==> config.mk <==
export PLATFORM = sky130hd
export DESIGN_NAME = axi_burst_master
export DESIGN_NICKNAME = d
export VERILOG_FILES = /design/src/rtl/axi_burst_master.sv
export SDC_FILE = /design/constraint.sdc
export NUM_CORES = 1
export LEC_CHECK = 0
export CORE_AREA = 2 2 117 119
export CTS_CLUSTER_SIZE = 24
export DETAILED_ROUTE_END_ITERATION = 16
export DIE_AREA = 0 0 119 121
export HOLD_SLACK_MARGIN = 0.06
export PLACE_DENSITY_LB_ADDON = 0.1
export SLEW_MARGIN = 0
export SYNTH_ARGS = -nofsm -noshare
export SYNTH_HDL_FRONTEND = slang
export SYNTH_SLANG_ARGS = --single-unit
==> constraint.sdc <==
create_clock -name clk_i -period 4.1 [get_ports clk_i]
set_clock_uncertainty 0.2 [all_clocks]
set_input_delay 0.615 -clock clk_i [delete_from_list [all_inputs] [get_ports clk_i]]
set_output_delay 0.615 -clock clk_i [all_outputs]
set_load 0.01 [all_outputs]
==> src/rtl/axi_burst_master.sv <==
// AXI4 burst initiator: one command becomes one INCR burst; write data streams in, read data streams out.
// Optional build macro AXI_MASTER_RLAST_CHECK_EN checks rlast against the requested beat count.
module axi_burst_master #(
    parameter int DATA_WIDTH = 32,
    parameter int ADDR_WIDTH = 16,
    parameter int STRB_WIDTH = DATA_WIDTH / 8,
    parameter int ID_WIDTH   = 8,
    parameter int LEN_WIDTH  = 8,
    parameter int AXI_ID     = 0
) (
    input  logic                  clk_i,
    input  logic                  rst_n_i,
    input  logic                  cmd_valid_i,
    output logic                  cmd_ready_o,
    input  logic                  cmd_we_i,
    input  logic [ADDR_WIDTH-1:0] cmd_addr_i,
    input  logic [LEN_WIDTH-1:0]  cmd_len_i,
    input  logic [DATA_WIDTH-1:0] wr_data_i,
    input  logic                  wr_valid_i,
    output logic                  wr_ready_o,
    output logic [DATA_WIDTH-1:0] rd_data_o,
    output logic                  rd_valid_o,
    input  logic                  rd_ready_i,
    output logic                  done_o,
    output logic                  err_o,
    output logic [ID_WIDTH-1:0]   axi_awid_o,
    output logic [ADDR_WIDTH-1:0] axi_awaddr_o,
    output logic [LEN_WIDTH-1:0]  axi_awlen_o,
    output logic [2:0]            axi_awsize_o,
    output logic [1:0]            axi_awburst_o,
    output logic [1:0]            axi_awlock_o,
    output logic [3:0]            axi_awcache_o,
    output logic [2:0]            axi_awprot_o,
    output logic [3:0]            axi_awqos_o,
    output logic                  axi_awvalid_o,
    input  logic                  axi_awready_i,
    output logic [DATA_WIDTH-1:0] axi_wdata_o,
    output logic [STRB_WIDTH-1:0] axi_wstrb_o,
    output logic                  axi_wlast_o,
    output logic                  axi_wvalid_o,
    input  logic                  axi_wready_i,
    input  logic [ID_WIDTH-1:0]   axi_bid_i,
    input  logic [1:0]            axi_bresp_i,
    input  logic                  axi_bvalid_i,
    output logic                  axi_bready_o,
    output logic [ID_WIDTH-1:0]   axi_arid_o,
    output logic [ADDR_WIDTH-1:0] axi_araddr_o,
    output logic [LEN_WIDTH-1:0]  axi_arlen_o,
    output logic [2:0]            axi_arsize_o,
    output logic [1:0]            axi_arburst_o,
    output logic [1:0]            axi_arlock_o,
    output logic [3:0]            axi_arcache_o,
    output logic [2:0]            axi_arprot_o,
    output logic [3:0]            axi_arqos_o,
    output logic                  axi_arvalid_o,
    input  logic                  axi_arready_i,
    input  logic [ID_WIDTH-1:0]   axi_rid_i,
    input  logic [DATA_WIDTH-1:0] axi_rdata_i,
    input  logic [1:0]            axi_rresp_i,
    input  logic                  axi_rlast_i,
    input  logic                  axi_rvalid_i,
    output logic                  axi_rready_o
);

    // state    | meaning
    // ST_IDLE  | waiting for a command, cmd_ready_o high
    // ST_AW    | write address presented
    // ST_W     | write beats streaming from wr_* to W
    // ST_B     | waiting for write response
    // ST_AR    | read address presented
    // ST_R     | read beats streaming from R to rd_*
    // ST_DRAIN | beat count reached without rlast; sinking leftover R beats
    typedef enum logic [2:0] {
        ST_IDLE, ST_AW, ST_W, ST_B, ST_AR, ST_R, ST_DRAIN
    } state_t;

    localparam int                    SZ        = $clog2(STRB_WIDTH);
    localparam logic [ADDR_WIDTH-1:0] ADDR_MASK = ~ADDR_WIDTH'(STRB_WIDTH - 1);

    state_t                state_q, state_d;
    logic [ADDR_WIDTH-1:0] addr_q, addr_d;
    logic [LEN_WIDTH-1:0]  len_q, len_d;
    logic [LEN_WIDTH-1:0]  cnt_q, cnt_d;
    logic                  acc_q, acc_d;
    logic                  cmd_ready_q, cmd_ready_d;
    logic                  done_q, done_d;
    logic                  err_q, err_d;
    logic                  last_beat;
    logic                  r_err;
    logic                  unused_ok;

    assign last_beat = (cnt_q == len_q);
    assign r_err     = (axi_rresp_i != 2'b00);
    assign unused_ok = ^{axi_bid_i, axi_rid_i};

    always_ff @(posedge clk_i or negedge rst_n_i) begin
        if (!rst_n_i) begin
            state_q     <= ST_IDLE;
            addr_q      <= '0;
            len_q       <= '0;
            cnt_q       <= '0;
            acc_q       <= 1'b0;
            cmd_ready_q <= 1'b0;
            done_q      <= 1'b0;
            err_q       <= 1'b0;
        end else begin
            state_q     <= state_d;
            addr_q      <= addr_d;
            len_q       <= len_d;
            cnt_q       <= cnt_d;
            acc_q       <= acc_d;
            cmd_ready_q <= cmd_ready_d;
            done_q      <= done_d;
            err_q       <= err_d;
        end
    end

    always_comb begin
        state_d       = state_q;
        addr_d        = addr_q;
        len_d         = len_q;
        cnt_d         = cnt_q;
        acc_d         = acc_q;
        done_d        = 1'b0;
        err_d         = 1'b0;
        axi_awvalid_o = 1'b0;
        axi_wvalid_o  = 1'b0;
        axi_wlast_o   = 1'b0;
        wr_ready_o    = 1'b0;
        axi_bready_o  = 1'b0;
        axi_arvalid_o = 1'b0;
        axi_rready_o  = 1'b0;
        rd_valid_o    = 1'b0;
        case (state_q)
            ST_IDLE: begin
                if (cmd_valid_i && cmd_ready_q) begin
                    addr_d  = cmd_addr_i & ADDR_MASK;
                    len_d   = cmd_len_i;
                    cnt_d   = '0;
                    acc_d   = 1'b0;
                    state_d = cmd_we_i ? ST_AW : ST_AR;
                end
            end
            ST_AW: begin
                axi_awvalid_o = 1'b1;
                if (axi_awready_i) state_d = ST_W;
            end
            ST_W: begin
                axi_wvalid_o = wr_valid_i;
                wr_ready_o   = axi_wready_i;
                axi_wlast_o  = last_beat;
                if (wr_valid_i && axi_wready_i) begin
                    cnt_d = cnt_q + LEN_WIDTH'(1);
                    if (last_beat) state_d = ST_B;
                end
            end
            ST_B: begin
                axi_bready_o = 1'b1;
                if (axi_bvalid_i) begin
                    done_d  = 1'b1;
                    err_d   = (axi_bresp_i != 2'b00);
                    state_d = ST_IDLE;
                end
            end
            ST_AR: begin
                axi_arvalid_o = 1'b1;
                if (axi_arready_i) state_d = ST_R;
            end
            ST_R: begin
                rd_valid_o   = axi_rvalid_i;
                axi_rready_o = rd_ready_i;
                if (axi_rvalid_i && rd_ready_i) begin
`ifdef AXI_MASTER_RLAST_CHECK_EN
                    cnt_d = cnt_q + LEN_WIDTH'(1);
                    if (axi_rlast_i || last_beat) begin
                        done_d  = 1'b1;
                        err_d   = acc_q | r_err | (axi_rlast_i != last_beat);
                        state_d = axi_rlast_i ? ST_IDLE : ST_DRAIN;
                    end else begin
                        acc_d = acc_q | r_err;
                    end
`else
                    acc_d = acc_q | r_err;
                    if (axi_rlast_i) begin
                        done_d  = 1'b1;
                        err_d   = acc_q | r_err;
                        state_d = ST_IDLE;
                    end
`endif
                end
            end
            ST_DRAIN: begin
                // Overlong burst: swallow beats without forwarding until the responder ends it.
                axi_rready_o = 1'b1;
                if (axi_rvalid_i && axi_rlast_i) state_d = ST_IDLE;
            end
            default: state_d = ST_IDLE;
        endcase
        cmd_ready_d = (state_d == ST_IDLE) && !done_d;
    end

    assign cmd_ready_o   = cmd_ready_q;
    assign done_o        = done_q;
    assign err_o         = err_q;
    assign axi_wdata_o   = wr_data_i;
    assign rd_data_o     = axi_rdata_i;
    assign axi_wstrb_o   = '1;

    assign axi_awid_o    = ID_WIDTH'(AXI_ID);
    assign axi_awaddr_o  = addr_q;
    assign axi_awlen_o   = len_q;
    assign axi_awsize_o  = 3'(SZ);
    assign axi_awburst_o = 2'b01;
    assign axi_awlock_o  = 2'b00;
    assign axi_awcache_o = 4'b0011;
    assign axi_awprot_o  = 3'b000;
    assign axi_awqos_o   = 4'b0000;

    assign axi_arid_o    = ID_WIDTH'(AXI_ID);
    assign axi_araddr_o  = addr_q;
    assign axi_arlen_o   = len_q;
    assign axi_arsize_o  = 3'(SZ);
    assign axi_arburst_o = 2'b01;
    assign axi_arlock_o  = 2'b00;
    assign axi_arcache_o = 4'b0011;
    assign axi_arprot_o  = 3'b000;
    assign axi_arqos_o   = 4'b0000;

endmodule

# Word level (Yosys, flattened, before mapping)
# Index checks and enable logic that the tools add are counted.
[word_totals]
ff_bits = 37
latchBits = 0
mem_bits_rw = 0
romBits = 0
input_bits = 120
memories = 0
[classes]
addsub = 1
mul = 0
div = 0
order_cmp = 0
n_eq_ne = 10
shifts = 0
mux = 33
n_bitwise = 1
reduce_logical = 15
[ops]
columns = ["operator", "count"]
rows = [
  ["$mux W3", 10],
  ["$pmux W3 S7", 1],
  ["$mux W8", 2],
  ["$pmux W8 S2", 1],
  ["$mux W1", 15],
  ["$eq A3 B3 Y1 const B", 3],
  ["$add A8 B1 Y8 const B", 1],
  ["$eq A8 B8 Y1", 1],
  ["$pmux W1 S2", 4],
  ["$reduce_bool A2 Y1", 4],
  ["$eq A3 B2 Y1 const B", 2],
  ["$logic_not A3 Y1", 2],
  ["$ne A2 B2 Y1 const B", 3],
  ["$reduce_and A3 Y1", 2],
  ["$logic_and A1 B1 Y1", 5],
  ["$eq A3 B1 Y1 const B", 1],
  ["$reduce_and A2 Y1", 1],
  ["$logic_not A1 Y1", 1],
  ["$or A1 B1 Y1", 1],
]

# Logic depth before layout (Yosys ltp)
# Gate-level depths: netlist (run 1).
[depth]
ltp_word = 6
depth_mapped = 6
depth_no_buf = 4

# Worst setup path before layout (run 1)
# OpenSTA, ideal clock, no wires.
[synth_path]
path_type = "flip-flop to output port"
startpoint = "register len_q[3], in the netlist axi_arlen_o[3]"
endpoint = "output axi_wlast_o"
arrival_time_ns = 1.174
path_slack_ns = 2.111
stages_incl_launch_ff = 4
path_buffers = 0
cell_sequence = "dfrtp_1 > xor2_1 > nor4_1 > and4b_1"
[synth_via]
elab_chain_cells = 2
[synth_rtl]
columns = ["element", "line_no", "rtl"]
rows = [
  ["from (decl)", "82", "logic [LEN_WIDTH-1:0] len_q, len_d;"],
  ["from (signal assigned)", "109", "len_q <= len_d;"],
  ["$eq A8 B8 Y1", "92", "assign last_beat = (cnt_q == len_q);"],
  ["$mux W1", "134", "case (state_q)"],
  ["to (decl)", "39", "output logic axi_wlast_o,"],
]
# Every way passes these cells.

# Worst setup path after layout (run 1)
[layout_path]
startpoint = "register len_q[1], in the netlist axi_arlen_o[1]"
endpoint = "output axi_wlast_o"
# The elaborated chain is that of the path after synthesis.

==> results_tabular.tex, run 1 <==
\begin{tabular}{lr}
\hline
Metric & Value \\
\hline
\multicolumn{2}{l}{\textbf{Placed design}} \\
Dpl cells & 517 \\
Final HPWL from detailed placement & a little under 5 mm \\
Last weighted congestion value of the routability-driven placer & between 0.7 and 0.8 \\
Count of input and output buffers & 92 \\
Post-place setup slack & approximately 1100 ps \\
\multicolumn{2}{l}{\textbf{Finish}} \\
Area growth from synthesis to final layout & 14.24\% \\
Share of final-layout standard cells stronger than drive strength 1 & 4.011\% \\
Highest-count cells in the layout ignoring fill and taps & 91 x sky130\_fd\_sc\_hd\_\_clkdlybuf4s50\_1, 73 x sky130\_fd\_sc\_hd\_\_nand2\_1, 60 x sky130\_fd\_sc\_hd\_\_conb\_1 \\
Antenna diode count & 0 \\
Post-layout nets & between 400 and 500 \\
Count of placed standard cells in the final layout, fillers left out & 525 \\
Most common library cell in the layout ignoring fill and taps & sky130\_fd\_sc\_hd\_\_clkdlybuf4s50\_1 \\
Post-layout util & 25.40\% \\
Fillcell total & 1398 \\
\multicolumn{2}{l}{\textbf{Run}} \\
Max cap viols & 0 \\
\multicolumn{2}{l}{\textbf{Global route}} \\
Initial antenna violation count & 0 \\
Met2 GRT Util & 15.12\% \\
Total overflow reported by the global router & 0 \\
Wire length of the first global-routing pass & 10.03 mm \\
Number of global-route vias before repair & 1796 \\
Pin count of the biggest net entering global routing & 38 \\
Routing layer with the top usage in global route & met2 \\
GRT met1 Usage & around 11\% \\
Global Route met3 Usage & 2.115\% \\
Global-route total usage across every layer & 8.967\% \\
\multicolumn{2}{l}{\textbf{Timing}} \\
Worst hold slack across all endpoints & 272.0 ps \\
Sum of negative setup slack & 0 ps \\
Setup violation total in the final timing report & 0 \\
Hold Violations, Final & 0 \\
Highest achievable clock rate & roughly 0.33 GHz \\
Slew Limit Fails & 0 \\
Worst setup margin & between 1000 and 1500 ps \\
Setup repair after global routing missed its margin & no \\
Final Cycle Share & 73.41\% \\
Slew headroom & about two fifths \\
Final critical-path required period & 3010 ps \\
Pin slew with the least headroom to its limit & 909.1 ps \\
\multicolumn{2}{l}{\textbf{Synth}} \\
Cells after synthesis & 346 \\
Yosys warning total & 0 \\
Distinct cell type count after synthesis & 37 \\
Part of the Yosys area used for sequential elements & 31.83\% \\
Mapped Avg Cell Area & approximately 8.4 um\^{}2 \\
Register bit total from synthesis & 37 \\
Synthesized cell area & 2909 um\^{}2 \\
\multicolumn{2}{l}{\textbf{Clock network}} \\
Clk pin slew, worst setup/hold paths & 60 ps \\
Clock insertion delay at the later pin of the skew report & around 280 ps \\
Number of buffers between clock root and the deepest sink & 2 \\
Post CTS Setup Buffer Count & 0 \\
Count of clock tree sinks & 37 \\
Clock tree from TritonCTS & built \\
Hold-fix buffer count after cts & 0 \\
Cell chosen for the clock root & sky130\_fd\_sc\_hd\_\_clkbuf\_16 \\
\# H-tree levels & 2 \\
Number of instances resized during post-cts repair & 0 \\
Clock buffer count from CTS & 5 \\
\multicolumn{2}{l}{\textbf{Floorplanning}} \\
Area of the core & 13090 um\^{}2 \\
Standard-cell row count & 42 \\
Die height & 121 um \\
Die area & around 14000 um\^{}2 \\
Die span in x & around 120 um \\
Starting density of the core & 22.23\% \\
Boundary Pins & 299 \\
\multicolumn{2}{l}{\textbf{Worst setup path}} \\
Critical path data required time & 3280 ps \\
WP data arrival & 2190 ps \\
Maximum fanout count along the critical path & 4 \\
Kind of critical path & flop to output port \\
CP endpoint kind & output port \\
Startpoint kind of the worst setup timing path & flop \\
\multicolumn{2}{l}{\textbf{Power}} \\
Peak supply drop & 0.0001857 V \\
Power Dens Cells & 609.9 nW/um\^{}2 \\
Static power due to leakage & 1.535 nW \\
\multicolumn{2}{l}{\textbf{Routing}} \\
First drt pass iteration count & 4 \\
First-iteration detailed-routing DRC count & 50 \\
Wire length per cell & 12.61 um \\
Post-route DRC violation count & 0 \\
Via total after detailed routing & between 1500 and 2000 \\
Wirelength, routed & 6.622 mm \\
Post-DRT Antenna Nets & 0 \\
Post-DR vias/cell & 3.566 \\
\multicolumn{2}{l}{\textbf{Run status}} \\
Status & finished clean \\
\multicolumn{2}{l}{\textbf{Worst hold path}} \\
Min-delay worst type & input port to async pin \\
\hline
\end{tabular}
## where the power goes
| part | switching, mW | internal (mW) |
|---|---|---|
| Clock | 0.154 | 0.348 |
| Sequential | 0.167 | 0.504 |
| Combinational | 0.347 | 0.507 |
## cell type report
class	instances	area (um^2)	share of cell area, %
well taps	176	220.2	6.626
flip-flops and latches	37	925.9	27.86
multi-input cells	208	1049	31.55
clock inverters	3	65.06	1.958
inverters	2	7.507	0.2259
clock buffers	5	125.1	3.765
repair buffers	94	930.9	28.01
## state kept, by name (all words and copies together), names as in the netlist
register,cells
axi_araddr_o,14
cnt_q,8
done_o,1
err_o,1
state_q,3
cmd_ready_o,1
axi_arlen_o,8
acc_q,1
## cell families after synthesis
logic type / synth area share, %
AO/OA/AOI/OAI: 2.709
XOR/XNOR: 4.516
flip-flops: 31.83
buffers and inverters: 39.91
adder cells (fa/ha/maj): 0.4300
other: 0.2582
multiplexers: 0.7312
AND/OR/NAND/NOR: 19.61
## routing by layer
metal,vias up,wire length [um]
met5,-,0
met4,0,94
met1,867,2844
met3,12,397
li1,895,-
met2,98,3285
## synthesized netlist by cell type
cell,count,share of area (%)
sky130_fd_sc_hd__nor3b_1,1,0.26
sky130_fd_sc_hd__nand3_1,6,1.0
sky130_fd_sc_hd__nand2_1,73,9.4
sky130_fd_sc_hd__o32ai_1,1,0.30
sky130_fd_sc_hd__and4bb_1,1,0.43
sky130_fd_sc_hd__nor4_1,2,0.43
sky130_fd_sc_hd__buf_4,148,38
sky130_fd_sc_hd__nor4bb_1,1,0.34
sky130_fd_sc_hd__and4_1,2,0.60
sky130_fd_sc_hd__buf_2,7,1.2
sky130_fd_sc_hd__nand3b_1,1,0.26
sky130_fd_sc_hd__nand2b_1,1,0.22
sky130_fd_sc_hd__and3b_1,2,0.60
sky130_fd_sc_hd__nand4_1,5,1.1
sky130_fd_sc_hd__a21oi_1,2,0.34
sky130_fd_sc_hd__nor4_2,1,0.43
sky130_fd_sc_hd__nor4b_2,1,0.52
sky130_fd_sc_hd__a221o_1,1,0.34
sky130_fd_sc_hd__nor2b_1,2,0.43
sky130_fd_sc_hd__or4_1,1,0.26
sky130_fd_sc_hd__nor3_1,2,0.34
sky130_fd_sc_hd__clkbuf_1,2,0.26
sky130_fd_sc_hd__a32o_1,1,0.34
sky130_fd_sc_hd__nor2_1,12,1.5
sky130_fd_sc_hd__xor2_1,15,4.5
sky130_fd_sc_hd__o211ai_1,2,0.52
sky130_fd_sc_hd__ha_1,1,0.43
sky130_fd_sc_hd__inv_1,2,0.26
sky130_fd_sc_hd__and2_1,4,0.86
sky130_fd_sc_hd__conb_1,2,0.26
sky130_fd_sc_hd__mux2i_1,1,0.34
sky130_fd_sc_hd__mux2_1,1,0.39
sky130_fd_sc_hd__and3_1,1,0.22
sky130_fd_sc_hd__a221oi_2,1,0.52
sky130_fd_sc_hd__dfrtp_1,37,32
sky130_fd_sc_hd__and4b_1,1,0.34
sky130_fd_sc_hd__o21ai_1,2,0.34
## metrics by stage
| step | area, um^2 | power (mW) |
|---|---|---|
| after global routing | 3323 | 2.172 |
| final | 3323 | 2.027 |
| after global placement | 3133 | 1.547 |
| after floorplan | 3127 | 1.224 |
| after detailed placement | 3133 | 1.550 |
| after CTS | 3323 | 2.068 |
## critical path, stage by stage, from the launching register on
cell and delay (ps):
sky130_fd_sc_hd__dfrtp_1 470, sky130_fd_sc_hd__xor2_1 190, sky130_fd_sc_hd__nor4_1 420, sky130_fd_sc_hd__and4b_1 290
sky130_fd_sc_hd__clkdlybuf4s50_1 550
## final timing paths
kind                                       from               to  slack (ps)  cells past startpoint
worst max-delay path             axi_arlen_o[1]      axi_wlast_o        1090                      4
worst min-delay path                    rst_n_i  axi_araddr_o[9]         270                      1
worst max register to register       state_q[1]         cnt_q[1]        1970                      4
worst min register to register  axi_araddr_o[2]  axi_araddr_o[2]         300                      2
max in group asynchronous               rst_n_i         cnt_q[3]        2860                      1
min in group clk_i              axi_araddr_o[2]  axi_araddr_o[2]         300                      2
No activity file was read; power rests on OpenSTA's default activity.
==> inputs of run 2 (changes only) <==
--- a/config.mk
+++ b/config.mk
@@ -5,10 +5,10 @@
 export SDC_FILE = /design/constraint.sdc
 export NUM_CORES = 1
 export LEC_CHECK = 0
-export CORE_AREA = 2 2 117 119
+export CORE_AREA = 2 2 118 120
 export CTS_CLUSTER_SIZE = 24
 export DETAILED_ROUTE_END_ITERATION = 16
-export DIE_AREA = 0 0 119 121
+export DIE_AREA = 0 0 120 122
 export HOLD_SLACK_MARGIN = 0.06
 export PLACE_DENSITY_LB_ADDON = 0.1
 export SLEW_MARGIN = 0
==> constraint.sdc (replaced) <==
create_clock -name clk_i -period 2.85 [get_ports clk_i]
set_clock_uncertainty 0.2 [all_clocks]
set_input_delay 0.4275 -clock clk_i [delete_from_list [all_inputs] [get_ports clk_i]]
set_output_delay 0.4275 -clock clk_i [all_outputs]
set_load 0.01 [all_outputs]
==> results_tabular.tex, run 2 (synthesis results as in run 1) <==
\begin{tabular}{lr}
\hline
Metric & Value \\
\hline
\multicolumn{2}{l}{\textbf{Run status}} \\
Status & finished clean \\
\multicolumn{2}{l}{\textbf{Power}} \\
Relative contribution of the clock network to total power & 19.7\% (-5.1 points) \\
Design internal power & 1.791 mW (+32\%) \\
Combinational cell fraction of total power & 45.4\% (+3.3 points) \\
Power Dens Cells & 825.2 nW/um\^{}2 (+35\%) \\
Switch Pwr & 944.1 uW (+41\%) \\
Overall Power & 2.735 mW (+35\%) \\
Fraction of power spent switching nets & 34.52\% (+1.5 points) \\
Sequential power share & 34.9\% (+1.8 points) \\
Peak supply drop & 0.0002909 V (+57\%) \\
Static power due to leakage & 1.536 nW (about the same) \\
\multicolumn{2}{l}{\textbf{Global route}} \\
Number of global-route vias before repair & 1858 (+3.5\%) \\
Pin count of the biggest net entering global routing & 38 (unchanged) \\
Wire length of the first global-routing pass & 9.894 mm (-1.3\%) \\
Total overflow reported by the global router & 0 (unchanged) \\
Global-route total usage across every layer & 8.618\% (-0.35 points) \\
Initial antenna violation count & 0 (unchanged) \\
\multicolumn{2}{l}{\textbf{Worst setup path}} \\
Critical path data required time & 2220 ps (-1060 ps) \\
Critical-path top delay cell & sky130\_fd\_sc\_hd\_\_clkdlybuf4s50\_1 \\
Maximum fanout count along the critical path & 4 (unchanged) \\
Kind of critical path & flop to output port \\
CP Cell Sequence & xor2\_1, nor4\_1, and4b\_1, clkdlybuf4s50\_1 \\
CP delay by family, top & simple AND/OR/NAND/NOR gates \\
WP data arrival & 2070 ps (-120 ps) \\
CP endpoint kind & output port \\
Startpoint kind of the worst setup timing path & flop \\
Slowest Stage Delay on Critical Path & 560 ps (about the same) \\
Count of buffer and inverter cells on the critical path & 1 (unchanged) \\
\multicolumn{2}{l}{\textbf{Timing}} \\
Slew headroom & 37.98\% (-1.4 points) \\
Setup violation total in the final timing report & 0 (unchanged) \\
Pin slew with the least headroom to its limit & 930.3 ps (+21.21 ps) \\
Hold Violations, Final & 0 (unchanged) \\
Slew Limit Fails & 0 (unchanged) \\
Sum of negative setup slack & 0 ps (unchanged) \\
Final Cycle Share & 94.57\% \\
Worst setup margin & 154.8 ps (-935.5 ps) \\
Final critical-path required period & about 2700 ps \\
Setup repair after global routing missed its margin & no \\
Highest achievable clock rate & 0.3710 GHz \\
\multicolumn{2}{l}{\textbf{Finish}} \\
Post-layout nets & 474 (+1.1\%) \\
Area growth from synthesis to final layout & 13.94\% \\
Share of final-layout standard cells stronger than drive strength 1 & 5.085\% (+1.1 points) \\
Non-Filler Cell Area, Final & 3314 um\^{}2 (-0.26\%) \\
Antenna diode count & 0 (unchanged) \\
Most common library cell in the layout ignoring fill and taps & sky130\_fd\_sc\_hd\_\_clkdlybuf4s50\_1 \\
Number of flip-flops under the largest register name & 14 (unchanged) \\
Highest-count cells in the layout ignoring fill and taps & 91 x sky130\_fd\_sc\_hd\_\_clkdlybuf4s50\_1, 73 x sky130\_fd\_sc\_hd\_\_nand2\_1, 60 x sky130\_fd\_sc\_hd\_\_conb\_1 \\
Count of placed standard cells in the final layout, fillers left out & 534 (+1.7\%) \\
\multicolumn{2}{l}{\textbf{Clock network}} \\
Clock tree from TritonCTS & built \\
Post CTS Setup Buffer Count & 0 (unchanged) \\
\# H-tree levels & 2 (unchanged) \\
Clk pin slew, worst setup/hold paths & 60 ps (about the same) \\
Number of buffers between clock root and the deepest sink & 2 (unchanged) \\
Count of clock tree sinks & 37 (unchanged) \\
Number of instances resized during post-cts repair & 0 (unchanged) \\
Clock insertion delay at the later pin of the skew report & 280 ps (about the same) \\
Cell chosen for the clock root & sky130\_fd\_sc\_hd\_\_clkbuf\_16 \\
Hold-fix buffer count after cts & 0 (unchanged) \\
Clock buffer count from CTS & 5 (unchanged) \\
\multicolumn{2}{l}{\textbf{Routing}} \\
Wirelength, routed & 6.453 mm (-2.6\%) \\
First drt pass iteration count & 4 (unchanged) \\
Wire length per cell & 12.08 um (-4.2\%) \\
Post-route DRC violation count & 0 (unchanged) \\
Post-DRT Antenna Nets & 0 (unchanged) \\
Via total after detailed routing & 1897 (+1.3\%) \\
First-iteration detailed-routing DRC count & 54 (+8.0\%) \\
Post-DR vias/cell & 3.552 (-0.37\%) \\
\multicolumn{2}{l}{\textbf{Floorplanning}} \\
Die span in x & 120 um (+0.84\%) \\
Die area & 14640 um\^{}2 (+1.7\%) \\
Starting density of the core & 21.54\% (-0.69 points) \\
Area of the core & 13500 um\^{}2 (+3.2\%) \\
Standard-cell row count & 43 (+2.4\%) \\
Die height & 122 um (+0.83\%) \\
Boundary Pins & 299 (unchanged) \\
\multicolumn{2}{l}{\textbf{Placed design}} \\
Post-place setup slack & 407.7 ps (-717.8 ps) \\
Dpl cells & 526 (+1.7\%) \\
Placement Cell Area & 3176 um\^{}2 (+1.4\%) \\
Count of input and output buffers & 92 (unchanged) \\
Last weighted congestion value of the routability-driven placer & 0.7253 (+0.36\%) \\
Final HPWL from detailed placement & 4.700 mm (-4.4\%) \\
\multicolumn{2}{l}{\textbf{Worst hold path}} \\
Min-delay worst type & input port to async pin \\
\multicolumn{2}{l}{\textbf{Run}} \\
Max cap viols & 0 (unchanged) \\
\hline
\end{tabular}
run 2: cell types whose count changed in the layout (fill, tap and decap cells not counted), sizes merged:
cell	delta
buf	+5
bufinv	-2
clkbuf	+1
clkinv	+1
run 2: worst paths after layout:
| check | depth (start not counted) | end | startpoint | slack [ps] |
|---|---|---|---|---|
| max | 4 | axi_wlast_o | axi_arlen_o[2] | 150 |
| min | 1 | axi_araddr_o[9] | rst_n_i | 100 |
| max reg2reg | 4 | cmd_ready_o | state_q[0] | 860 |
| min reg2reg | 2 | axi_araddr_o[9] | axi_araddr_o[9] | 300 |
| max in group asynchronous | 1 | axi_araddr_o[15] | rst_n_i | 1780 |
| min in group clk_i | 2 | axi_araddr_o[9] | axi_araddr_o[9] | 300 |
run 2: through the flow:
stage | hold slack, ps | utilization [%]
2_1_floorplan | -68.09 | -
4_1_cts | 135.2 | 24.54
3_5_place_dp | 291.8 | 23.52
5_1_grt | 183.6 | 24.54
6_report | 95.18 | 24.54
3_3_place_gp | 282.3 | 23.52
run 2: final cells by class:
class	instances	area (um^2)
Sequential cell	37	925.9
Tap cell	180	225.2
Multi-Input combinational cell	208	1049
Clock inverter	2	10.01
Timing Repair Buffer	99	968.4
Clock buffer	6	128.9
Fill cell	1495	10190
Inverter	2	7.507
run 2: power groups by stage:
stage	Combinational (mW)	Clock, mW	Sequential [mW]
3_5_place_dp	1.26	0	0.979
4_1_cts	1.26	0.566	0.972
2_1_floorplan	0.777	0	0.983
5_1_grt	1.36	0.584	1.00
6_report	1.24	0.538	0.955
3_3_place_gp	1.26	0	0.975
run 2: layer usage:
layer	vias to the layer above	part of all wire, %	global-route usage, %	routed length, um
li1	907	-	-	-
met1	874	42	10.39	2709
met2	108	50	14.38	3227
met3	8	7.1	2.996	461
met4	0	0.85	2.794	55
met5	-	0	0	0
